**src/rtl/mo_lightpen_mouse.sv**
```systemverilog
// mo_lightpen_mouse
// Turns the toggle-packet mouse bus into an absolute light-pen position on the
// 320x200 MO screen and tracks the left and right buttons. It also compares
// the pen position with the video beam so that the gate array can latch the
// hit coordinates once per frame.
//
// Ports
//   sysclk       system clock
//   reset        synchronous, active-high reset
//   ps2_mouse    [24] toggle, [23:16] Y diff, [15:8] X diff, [5] Y sign,
//                [4] X sign, [2:0] buttons M/R/L (L = bit 0)
//   beam_x/y     current active-area pixel X / line Y
//   beam_de      beam inside the active area
//   beam_vs      one-cycle frame-start pulse
//   pen_x/y      absolute pen position
//   pen_button   left button;  pen_button2  right button
//   pkt_stb      one-cycle pulse when a packet has been applied
//   pen_hit      beam currently under the pen (registered)
//   hit_x/y      beam position at the first hit of this frame
//   hit_valid    sticky: a hit has occurred this frame (cleared by beam_vs)
module mo_lightpen_mouse #(
  parameter int X_MAX   = 319,
  parameter int Y_MAX   = 199,
  parameter int HIT_WIN = 2
) (
  input  logic        sysclk,
  input  logic        reset,
  input  logic [24:0] ps2_mouse,
  input  logic [8:0]  beam_x,
  input  logic [7:0]  beam_y,
  input  logic        beam_de,
  input  logic        beam_vs,
  output logic [8:0]  pen_x,
  output logic [7:0]  pen_y,
  output logic        pen_button,
  output logic        pen_button2,
  output logic        pkt_stb,
  output logic        pen_hit,
  output logic [8:0]  hit_x,
  output logic [7:0]  hit_y,
  output logic        hit_valid
);

  localparam logic [8:0]         X_RST   = 9'((X_MAX + 1) / 2);
  localparam logic [7:0]         Y_RST   = 8'((Y_MAX + 1) / 2);
  localparam logic [8:0]         X_MAX_U = 9'(X_MAX);
  localparam logic [7:0]         Y_MAX_U = 8'(Y_MAX);
  localparam logic signed [10:0] X_MAX_S = 11'(X_MAX);
  localparam logic signed [10:0] Y_MAX_S = 11'(Y_MAX);
  localparam logic signed [9:0]  WIN_S   = 10'(HIT_WIN);

  logic        tog_prev;
  logic        det;
  logic [8:0]  s0_dx, s0_dy;
  logic [1:0]  s0_btn;
  logic        s1_valid;
  logic [8:0]  s1_dx, s1_dy;
  logic [1:0]  s1_btn;

  logic signed [10:0] nx, ny;
  logic [8:0]         nx_c;
  logic [7:0]         ny_c;
  logic signed [9:0]  beam_dx;
  logic               hit_cond;

  // Overflow flags and the middle button carry nothing this block needs.
  logic unused_bits;
  assign unused_bits = ^{ps2_mouse[7:6], ps2_mouse[3:2]};

  always_comb begin
    nx   = $signed({2'b00, pen_x}) + $signed({{2{s1_dx[8]}}, s1_dx});
    // PS/2 Y is up-positive, screen Y is down-positive.
    ny   = $signed({3'b000, pen_y}) - $signed({{2{s1_dy[8]}}, s1_dy});
    nx_c = nx[8:0];
    ny_c = ny[7:0];
    if (nx[10])            nx_c = 9'd0;
    else if (nx > X_MAX_S) nx_c = X_MAX_U;
    if (ny[10])            ny_c = 8'd0;
    else if (ny > Y_MAX_S) ny_c = Y_MAX_U;
  end

  // 10-bit signed difference so the window never wraps at the screen edges.
  always_comb begin
    beam_dx  = $signed({1'b0, beam_x}) - $signed({1'b0, pen_x});
    hit_cond = beam_de && (beam_y == pen_y) && (beam_dx >= -WIN_S) && (beam_dx <= WIN_S);
  end

  always_ff @(posedge sysclk) begin
    // Reloaded during reset too, so a toggle level held across reset is not a packet.
    tog_prev <= ps2_mouse[24];
    if (reset) begin
      det         <= 1'b0;
      s1_valid    <= 1'b0;
      pkt_stb     <= 1'b0;
      pen_x       <= X_RST;
      pen_y       <= Y_RST;
      pen_button  <= 1'b0;
      pen_button2 <= 1'b0;
      pen_hit     <= 1'b0;
      hit_x       <= 9'd0;
      hit_y       <= 8'd0;
      hit_valid   <= 1'b0;
    end else begin
      // Edge k: detect the toggle change and capture the packet beside it.
      det    <= ps2_mouse[24] ^ tog_prev;
      s0_dx  <= {ps2_mouse[4], ps2_mouse[15:8]};
      s0_dy  <= {ps2_mouse[5], ps2_mouse[23:16]};
      s0_btn <= ps2_mouse[1:0];
      // Edge k+1: decoded deltas and buttons.
      s1_valid <= det;
      s1_dx    <= s0_dx;
      s1_dy    <= s0_dy;
      s1_btn   <= s0_btn;
      // Edge k+2: apply against the live pen register.
      pkt_stb <= s1_valid;
      if (s1_valid) begin
        pen_x       <= nx_c;
        pen_y       <= ny_c;
        pen_button  <= s1_btn[0];
        pen_button2 <= s1_btn[1];
      end

      pen_hit <= hit_cond;
      // Frame start wins over a coincident hit; that hit is dropped.
      if (beam_vs) begin
        hit_valid <= 1'b0;
      end else if (hit_cond && !hit_valid) begin
        hit_x     <= beam_x;
        hit_y     <= beam_y;
        hit_valid <= 1'b1;
      end
    end
  end

endmodule

```
**config.mk**
```make
export PLATFORM = sky130hd
export DESIGN_NAME = mo_lightpen_mouse
export DESIGN_NICKNAME = d
export VERILOG_FILES = /design/src/rtl/mo_lightpen_mouse.sv
export SDC_FILE = /design/constraint.sdc
export NUM_CORES = 1
export LEC_CHECK = 0
export BUFFER_PORTS_ARGS = -buffer_cell sky130_fd_sc_hd__buf_4
export CAP_MARGIN = 10
export CORE_UTILIZATION = 57
export CTS_BUF_LIST = sky130_fd_sc_hd__clkbuf_8
export DETAILED_ROUTE_END_ITERATION = 10
export GPL_TIMING_DRIVEN = 0
export HOLD_SLACK_MARGIN = 0.06
export PLACE_DENSITY = 0.82
export RECOVER_POWER = 50
export SLEW_MARGIN = 20
export SYNTH_ARGS = -nofsm -noshare
export SYNTH_HDL_FRONTEND = slang
export SYNTH_SLANG_ARGS = --single-unit
```
**constraint.sdc**
```tcl
create_clock -name sysclk -period 4 [get_ports sysclk]
set_input_delay 0.2 -clock sysclk [delete_from_list [all_inputs] [get_ports sysclk]]
set_output_delay 0.2 -clock sysclk [all_outputs]
set_load 0.02 [all_outputs]
```
==> impl_metrics.env, run 1 <==
export IMPL_crit_top_cell="a21o_1"
export IMPL_slew_violations=0
export IMPL_dieArea_mm2=0.00784
export IMPL_vias=3431
export IMPL_ir_drop_uv=281
export IMPL_ys_seq_elements=82
export IMPL_viasPerCell=5.54
export IMPL_async_reset_ff_share_pct=0
export IMPL_post_cts_buffers=0
export IMPL_cts_made_buffers=9
export IMPL_combPwrFrac_pct=20.5
export IMPL_layout_nets=591
export IMPL_status="completed"
export IMPL_drive_gt1_share_pct=13.1
export IMPL_startpoint_type="flip-flop"
export IMPL_syn_inst=404
export IMPL_die_height_um=88.6
export IMPL_cts_path_max_buffers=2
export IMPL_cts_max_level=3
export IMPL_end_kind="flip-flop"
export IMPL_sw_frac_of_total_pct=28.8
export IMPL_ys_top_cells_by_count="57 x nand2_1, 42 x dfxtp_1, 40 x edfxtp_1, 27 x ha_1, 24 x inv_1"
export IMPL_finalSetupViolations=0
export IMPL_synth_area_leaders="edfxtp_1 28%, dfxtp_1 20%, ha_1 7.9%"
export IMPL_drc=0
export IMPL_synth_top_area_share_pct=28.1
export IMPL_min_period_ns=3.46
export IMPL_cp_top_family="simple AND/OR/NAND/NOR gates"
export IMPL_path_buf_inv=3
export IMPL_min_path_type="input pin to flip-flop"
export IMPL_seq_area_frac_synth_pct=47.8
export IMPL_n_antenna_cell=0
export IMPL_seq_power_share_pct=48.7
export IMPL_min_period_over_period_pct=86.4
export IMPL_grt_pass1_vias=3263
export IMPL_setup_tns_ns=0
export IMPL_worstPathMaxFanout=10
export IMPL_start_util_pct=58.9
export IMPL_clock_power_share_pct=30.8
export IMPL_clock_sinks=82
export IMPL_overflow=0
export IMPL_intPower_mw=1.40
export IMPL_grt_usage_pct=24.3
export IMPL_holdWs_ns=0.0747
export IMPL_tightest_slew_ns=0.768
export IMPL_yosysWarnings=0
export IMPL_power_density_mw_per_mm2=373
export IMPL_drt_iter0_markers=171
export IMPL_critPathMaxStageDelay_ns=0.55
export IMPL_grt_start_max_net_pins=50
export IMPL_cp_cell_sequence="ha_1, inv_1, fa_1, a21o_1, a21o_1, xor2_1, or4_4, or4b_4, o22ai_2, buf_6, buf_12, mux2i_1"
export IMPL_p_sw_mw=0.565
export IMPL_routedWlPerCell_um=15.1
export IMPL_rsz0062_at_grt="no"
export IMPL_synth_main_ff_cell="dfxtp_1"
export IMPL_yosysUniqueCellTypes=56
export IMPL_p_leak_nw=2.08
export IMPL_clock_skew_final_ns=0.0112
export IMPL_maxClockFrequency_mhz=289
export IMPL_clockRootBuffer="clkbuf_8"
export IMPL_routed_wirelength_mm=9.37
export IMPL_first_pass_iters=4
export IMPL_syn_area_mm2=0.00427
export IMPL_cp_arrival_ns=3.73
export IMPL_grt_pass1_wl_mm=14.6
export IMPL_max_slew_margin_rel_pct=48.1
export IMPL_synth_edff_count=40
export IMPL_critical_path_class="flip-flop to flip-flop"
export IMPL_final_area_mm2=0.00526
export IMPL_tritoncts="done"
export IMPL_drtAntennaViolNets=0
export IMPL_placeableCoreArea_mm2=0.00725
export IMPL_max_cap_violations=0
export IMPL_place_area_mm2=0.00499
export IMPL_die_w_um=88.6
export IMPL_clk_latency_ns=0.34
export IMPL_synth_top_cell_by_area="edfxtp_1"
export IMPL_dp_hpwl_mm=6.96
export IMPL_syn_nets=480
export IMPL_io_pins=85
export IMPL_synth_most_common_cell="nand2_1"
export IMPL_hold_violations=0
export IMPL_antenna_found_initial=0
export IMPL_rows=31
export IMPL_synth_avg_cell_area_um2=10.6
export IMPL_clk_pin_slew_ns=0.09
export IMPL_gp_congestion=0.851
export IMPL_required_ns=4.27
export IMPL_cp_slowest_cell="or4b_4"
export IMPL_io_buffer_count=79
export IMPL_synthToLayoutAreaGrowth_pct=23.2
-- cell families (layout without fill, tap and decap cells) --
group                    Yosys count  count (layout)  synth area share (%)
multiplexers                      22              22                  5.19
flip-flops                        82              82                  47.8
buffers and inverters             36             152                  4.19
AO/OA/AOI/OAI                     92              92                  15.1
AND/OR/NAND/NOR                  114             114                  12.6
adder cells (fa/ha/maj)           30              30                  9.32
XOR/XNOR                          28              28                  5.74
-- flip-flops by register name, summed over array words and instances (netlist names), 8 cells and up --
register  flops
s0_dy         9
hit_y         8
pen_x         9
pen_y         8
hit_x         9
s1_dx         9
s0_dx         9
s1_dy         9
-- layout by cell type (no fill, tap or decap), drive strengths merged, types with 3 or more instances in the layout --
master       count
clkbuf          71
nand2           57
dfxtp           42
edfxtp          40
ha              27
inv             26
buf             26
dlygate4sd3     23
mux2i           21
a21oi           19
xnor2           19
nor2            18
o21ai           15
a21o            12
xor2             9
o21a             7
nand3            6
nor3             6
a31oi            5
o31ai            5
nor2b            5
a221oi           4
clkinv           4
or4              4
o32ai            3
nand2b           3
and3             3
fa               3
-- stage by stage --
step	power (mW)	std cells	utilization [%]	setup slack [ns]
after global placement	1.35	582	68.8	0.610
after detailed placement	1.37	582	68.8	0.553
after global routing	2.05	619	72.5	0.369
after CTS	1.98	619	74.4	0.547
after floorplan	1.24	404	-	0.668
final	1.96	619	72.5	0.543
-- layout make-up --
type                    instances  area (um^2)
fillers                       583         1990
repair buffers                100          668
multi-input cells             286         2050
plain buffers                  11         85.1
well taps                      99          124
clock inverters                 7         75.1
flip-flops and latches         82         2040
clock buffers                   9          124
inverters                      25         93.8
-- repair_timing --
item,CTS,global route
gates resized for setup,0,0
endpoints found under the hold margin,21,0
hold buffers,21,0
-- power groups by stage --
stage | combinational, mW | clock (mW) | sequential [mW]
2_1_floorplan | 0.263 | 0 | 0.980
3_3_place_gp | 0.379 | 0 | 0.973
3_5_place_dp | 0.389 | 0 | 0.977
4_1_cts | 0.407 | 0.613 | 0.957
5_1_grt | 0.443 | 0.649 | 0.962
6_report | 0.402 | 0.605 | 0.958
-- routing by layer --
| layer | share of wire [%] | GRT usage, % |
|---|---|---|
| met1 | 45 | 29.4 |
| met2 | 50 | 44.1 |
| met3 | 4.0 | 3.82 |
| met4 | 0.80 | 7.92 |
| met5 | 0 | 0 |
-- worst paths after layout --
path	start	to	slack [ns]	depth (start not counted)
min	beam_vs	hit_valid$_SDFFE_PP0P_	0.07	2
min reg2reg	s0_dy[8]$_DFFE_PN_	s1_dy[8]$_DFFE_PN_	0.42	0
max reg2reg	pen_x[0]$_SDFFE_PP0P_	hit_x[5]$_SDFFE_PP0P_	0.54	12
max	pen_x[0]$_SDFFE_PP0P_	hit_x[5]$_SDFFE_PP0P_	0.54	12
(Power assumes the default switching activity.)
==> inputs of run 2 (changes only) <==
Settings changed: CORE_UTILIZATION 57 to 62, PLACE_DENSITY 0.82 to 0.88.
Clock period 4 ns to 4.07 ns, I/O delays scaled along.
==> impl_metrics.env, run 2 (synthesis results as in run 1) <==
export IMPL_combPwrFrac_pct=21.5
export IMPL_synthToLayoutAreaGrowth_pct=22.3
export IMPL_clk_pin_slew_ns=0.09
export IMPL_antenna_found_initial=0
export IMPL_seqCellArea_mm2=0.00204
export IMPL_cts_max_level=3
export IMPL_intPower_mw=1.31
export IMPL_clock_skew_final_ns=0.00933
export IMPL_grt_usage_pct=27.9
export IMPL_clockRootBuffer="clkbuf_8"
export IMPL_p_leak_nw=2.07
export IMPL_finalSetupViolations=0
export IMPL_max_cap_violations=0
export IMPL_die_height_um=85.0
export IMPL_start_util_pct=65.7
export IMPL_placeableCoreArea_mm2=0.00649
export IMPL_max_slew_margin_rel_pct=45.7
export IMPL_gp_congestion=0.860
export IMPL_cp_cell_sequence="ha_1, inv_1, fa_1, a21o_1, a21o_1, xor2_1, or4_4, or4b_4, o22ai_2, buf_6, buf_12, mux2i_1"
export IMPL_r2r_cells=12
export IMPL_power_density_mw_per_mm2=358
export IMPL_post_cts_buffers=0
export IMPL_reg2reg_slack_ns=0.56
export IMPL_min_period_over_period_pct=86.3
export IMPL_slew_violations=0
export IMPL_tightest_slew_ns=0.804
export IMPL_reg2reg_to="hit_x[5]$_SDFFE_PP0P_"
export IMPL_final_area_mm2=0.00522
export IMPL_mostFrequentLayoutCell="nand2_1"
export IMPL_status="completed"
export IMPL_min_path_type="input pin to flip-flop"
export IMPL_postCtsHoldBufs=22
export IMPL_drc=0
export IMPL_critical_path_class="flip-flop to flip-flop"
export IMPL_cp_arrival_ns=3.79
export IMPL_r2r_start="pen_x[0]$_SDFFE_PP0P_"
export IMPL_drive_gt1_share_pct=13.2
export IMPL_clock_sinks=82
export IMPL_vias=3446
export IMPL_viasPerCell=5.76
export IMPL_hold_violations=0
export IMPL_io_pins=85
export IMPL_critical_path_startpoint="pen_x[0]$_SDFFE_PP0P_"
export IMPL_crit_top_cell="a21o_1"
export IMPL_io_buffer_count=79
export IMPL_critPathMaxStageDelay_ns=0.54
export IMPL_worstPathMaxFanout=10
export IMPL_tritoncts="done"
export IMPL_rsz0062_at_grt="no"
export IMPL_total_power_mw=1.87
export IMPL_required_ns=4.35
export IMPL_routed_wirelength_mm=9.58
export IMPL_fillers=422
export IMPL_path_buf_inv=3
export IMPL_first_pass_iters=4
export IMPL_final_cell_mix="57 x nand2_1, 42 x dfxtp_1, 41 x clkbuf_1"
export IMPL_cts_path_max_buffers=2
export IMPL_overflow=0
export IMPL_routedWlPerCell_um=16.0
export IMPL_rows=29
export IMPL_grt_pass1_wl_mm=15.6
export IMPL_cts_made_buffers=9
export IMPL_die_w_um=85.0
export IMPL_layout_nets=592
export IMPL_ir_drop_uv=368
export IMPL_crit_path_end="hit_x[5]$_SDFFE_PP0P_"
export IMPL_dieArea_mm2=0.00722
export IMPL_startpoint_type="flip-flop"
export IMPL_cts_resized=0
export IMPL_grt_start_max_net_pins=50
export IMPL_drtAntennaViolNets=0
export IMPL_place_area_mm2=0.00496
export IMPL_clk_latency_ns=0.35
export IMPL_drt_iter0_markers=232
export IMPL_n_antenna_cell=0
export IMPL_cp_slowest_cell="or4b_4"
export IMPL_p_sw_mw=0.559
export IMPL_clock_power_share_pct=28.3
export IMPL_multi_input_area_mm2=0.00205
export IMPL_grt_pass1_vias=3334
export IMPL_seq_power_share_pct=50.2
export IMPL_min_period_ns=3.51
export IMPL_sw_frac_of_total_pct=29.8
export IMPL_dp_hpwl_mm=6.82
export IMPL_crit_cells=12
export IMPL_cp_top_family="simple AND/OR/NAND/NOR gates"
export IMPL_end_kind="flip-flop"
export IMPL_maxClockFrequency_mhz=285
export IMPL_fin_util_pct=80.4
export IMPL_setup_tns_ns=0
-- run 2: routing by layer --
metal  track usage (%)  vias to the layer above  share of wire [%]
met1              35.0                     1627                 43
met4              9.55                        0                1.4
li1                  -                     1701                  -
met5                 0                        -                  0
met3              4.67                       15                4.7
met2              49.0                      103                 51
-- run 2: cell type report --
| cell class | instances | share of cell area [%] |
|---|---|---|
| multi-input cells | 286 | 39.2 |
| flip-flops and latches | 82 | 39.1 |
| repair buffers | 101 | 13.1 |
| clock buffers | 9 | 2.37 |
| well taps | 77 | 1.84 |
| inverters | 25 | 1.80 |
| plain buffers | 11 | 1.63 |
| clock inverters | 7 | 0.982 |
-- run 2: power groups by stage --
stage | Clock [mW] | Sequential (mW) | Combinational (mW)
final | 0.530 | 0.940 | 0.402
after global routing | 0.568 | 0.944 | 0.442
after CTS | 0.538 | 0.939 | 0.402
after detailed placement | 0 | 0.958 | 0.383
after global placement | 0 | 0.956 | 0.368
after floorplan | 0 | 0.963 | 0.258
-- run 2: through the flow --
step           hold WS, ns  instances  worst slack [ns]
2_1_floorplan        0.231        404             0.738
3_3_place_gp         0.325        560             0.700
3_5_place_dp         0.328        560             0.626
4_1_cts              0.100        598             0.584
5_1_grt              0.118        598             0.440
6_report             0.115        598             0.558
-- run 2: worst min-delay path by stage --
stage | start | endpoint | slack (ns) | depth (start not counted)
2_1_floorplan | ps2_mouse[24] | tog_prev$_DFF_P_ | 0.23 | 0
3_3_place_gp | ps2_mouse[24] | tog_prev$_DFF_P_ | 0.33 | 1
3_5_place_dp | ps2_mouse[24] | tog_prev$_DFF_P_ | 0.33 | 1
4_1_cts | beam_x[0] | hit_x[0]$_SDFFE_PP0P_ | 0.10 | 3
5_1_grt | beam_y[1] | hit_y[1]$_SDFFE_PP0P_ | 0.12 | 3
6_report | beam_x[0] | hit_x[0]$_SDFFE_PP0P_ | 0.12 | 3
-- run 2: worst register-to-register path, stage by stage (launching register included) --
cell     delay, ns
dfxtp_1       0.41
ha_1          0.22
inv_1         0.07
fa_1          0.41
a21o_1        0.19
a21o_1        0.21
xor2_1        0.16
or4_4         0.50
or4b_4        0.54
o22ai_2       0.20
buf_6         0.18
buf_12        0.15
mux2i_1       0.20
==> inputs of run 3 (changes only) <==
Settings changed: CORE_UTILIZATION 62 to 57, PLACE_DENSITY 0.88 to 0.82.
Clock period 4.07 ns to 3.4 ns, I/O delays scaled along.
==> impl_metrics.env, run 3 (synthesis results as in run 1) <==
export IMPL_cp_cell_sequence="ha_2, inv_1, fa_2, a21o_1, a21o_1, xor2_1, or4_4, or4b_4, o22ai_4, buf_6, buf_12, mux2i_1"
export IMPL_drt_iter0_markers=135
export IMPL_reg2reg_slack_ns=0.17
export IMPL_top_layer="met4"
export IMPL_dr_wl_met3_um=432
export IMPL_finalNonFillerCells=621
export IMPL_clock_sinks=82
export IMPL_met2_length_mm=4.81
export IMPL_tightest_slew_ns=0.770
export IMPL_start_util_pct=58.9
export IMPL_reg2reg_to="hit_x[3]$_SDFFE_PP0P_"
export IMPL_grt_pass1_wl_mm=14.6
export IMPL_grt_start_max_net_pins=50
export IMPL_total_power_mw=2.32
export IMPL_critPathMaxStageDelay_ns=0.53
export IMPL_routed_wirelength_mm=9.47
export IMPL_die_w_um=88.6
export IMPL_whs_path_depth=3
export IMPL_end_kind="flip-flop"
export IMPL_layout_nets=593
export IMPL_r2r_cells=12
export IMPL_hold_violations=0
export IMPL_io_pins=85
export IMPL_grt_usage_pct=24.3
export IMPL_ir_drop_uv=330
export IMPL_rows=31
export IMPL_clk_latency_ns=0.34
export IMPL_vias=3445
export IMPL_first_pass_iters=6
export IMPL_rsz0062_at_grt="no"
export IMPL_dp_hpwl_mm=6.96
export IMPL_tritoncts="done"
export IMPL_slew_violations=0
export IMPL_p_leak_nw=2.09
export IMPL_antenna_found_initial=0
export IMPL_setup_tns_ns=0
export IMPL_hp_start="beam_x[0]"
export IMPL_cp_slowest_cell="or4b_4"
export IMPL_dp_cells=582
export IMPL_cts_path_max_buffers=2
export IMPL_maxClockFrequency_mhz=309
export IMPL_cts_made_buffers=9
export IMPL_drc=0
export IMPL_gp_congestion=0.851
export IMPL_power_density_mw_per_mm2=436
export IMPL_finalSetupViolations=0
export IMPL_synthToLayoutAreaGrowth_pct=24.4
export IMPL_n_antenna_cell=0
export IMPL_clk_pin_slew_ns=0.09
export IMPL_cts_max_level=3
export IMPL_critical_path_class="flip-flop to flip-flop"
export IMPL_overflow=0
export IMPL_dieArea_mm2=0.00784
export IMPL_routedWlPerCell_um=15.3
export IMPL_placeableCoreArea_mm2=0.00725
export IMPL_viasPerCell=5.55
export IMPL_min_period_over_period_pct=95.1
export IMPL_max_slew_margin_rel_pct=48.0
export IMPL_wl_met1_mm=4.16
export IMPL_die_height_um=88.6
export IMPL_status="completed"
export IMPL_required_ns=3.67
export IMPL_holdPathEnd="hit_x[0]$_SDFFE_PP0P_"
export IMPL_clockRootBuffer="clkbuf_8"
export IMPL_grt_pass1_vias=3275
export IMPL_max_cap_violations=0
export IMPL_io_buffer_count=79
export IMPL_r2r_start="pen_x[0]$_SDFFE_PP0P_"
export IMPL_min_path_type="input pin to flip-flop"
export IMPL_min_period_ns=3.23
export IMPL_clock_skew_final_ns=0.0125
export IMPL_startpoint_type="flip-flop"
export IMPL_drive_gt1_share_pct=14.2
export IMPL_drtAntennaViolNets=0
export IMPL_cp_arrival_ns=3.50
export IMPL_worstPathMaxFanout=10
export IMPL_crit_top_cell="a21o_1"
export IMPL_final_cell_mix="57 x nand2_1, 41 x clkbuf_1, 40 x dfxtp_1, 40 x edfxtp_1, 26 x ha_1"
export IMPL_mostFrequentLayoutCell="nand2_1"
run 3: cell types whose count changed in the layout (fill, tap and decap cells not counted), sizes merged:
| cell | before | now |
|---|---|---|
| clkbuf | 71 | 70 |
| clkinv | 5 | 4 |
| buf | 26 | 28 |
| bufinv | 0 | 1 |
run 3: power breakdown:
group | total [mW] | switching, mW | internal [mW]
combinational | 0.477 | 0.266 | 0.211
clock | 0.712 | 0.367 | 0.345
sequential | 1.13 | 0.0342 | 1.09
run 3: per-stage QoR:
step | hold WS, ns | worst slack (ns) | instance area [um^2] | utilization [%]
2_1_floorplan | 0.198 | 0.0680 | 4270 | -
3_5_place_dp | 0.297 | -0.0467 | 4990 | 68.8
4_1_cts | 0.0773 | 0.00675 | 5410 | 74.6
5_1_grt | 0.0813 | 0.0292 | 5310 | 73.2
6_report | 0.0872 | 0.166 | 5310 | 73.2
3_3_place_gp | 0.292 | 0.0101 | 4990 | 68.8
run 3: area by class of cell:
type,instances,area [um^2]
inverter,25,93.8
sequential,82,2050
tap,99,124
clock inverter,7,75.1
multi-input combinational,286,2060
clock buffer,9,124
buffer,11,85.1
timing repair buffer,102,702
fill,572,1940
run 3: critical path: cells and delay by family (launching register included):
kind	cells	cell delay, ns
flip-flops	1	0.37
AND/OR/NAND/NOR	2	1.02
XOR/XNOR	1	0.15
AO/OA/AOI/OAI	3	0.57
buffers and inverters	3	0.35
adder cells (fa/ha/maj)	2	0.53
multiplexers	1	0.18
run 3: per-layer routing:
| metal | up-vias | global-route usage [%] |
|---|---|---|
| li1 | 1695 | - |
| met2 | 108 | 44.3 |
| met3 | 6 | 3.82 |
| met5 | - | 0 |
| met4 | 0 | 7.92 |
| met1 | 1636 | 29.4 |
run 3: repair_timing:
action / in CTS / in global routing
hold buffers: 22 / 0
pin swaps: 0 / 1
gates resized for setup: 2 / 4
buffers inserted: 0 / 1
endpoints found under the setup margin: 10 / 11
endpoints found under the hold margin: 22 / 0
run 3: worst max path at each step:
stage                          start               endpoint  depth (start not counted)
3_3_place_gp   pen_x[0]$_SDFFE_PP0P_  hit_x[1]$_SDFFE_PP0P_                         12
2_1_floorplan  pen_x[0]$_SDFFE_PP0P_  hit_x[0]$_SDFFE_PP0P_                         12
6_report       pen_x[0]$_SDFFE_PP0P_  hit_x[3]$_SDFFE_PP0P_                         12
4_1_cts        pen_x[0]$_SDFFE_PP0P_  hit_x[5]$_SDFFE_PP0P_                         12
3_5_place_dp   pen_x[0]$_SDFFE_PP0P_  hit_x[5]$_SDFFE_PP0P_                         12
5_1_grt        pen_x[0]$_SDFFE_PP0P_  hit_x[3]$_SDFFE_PP0P_                         12
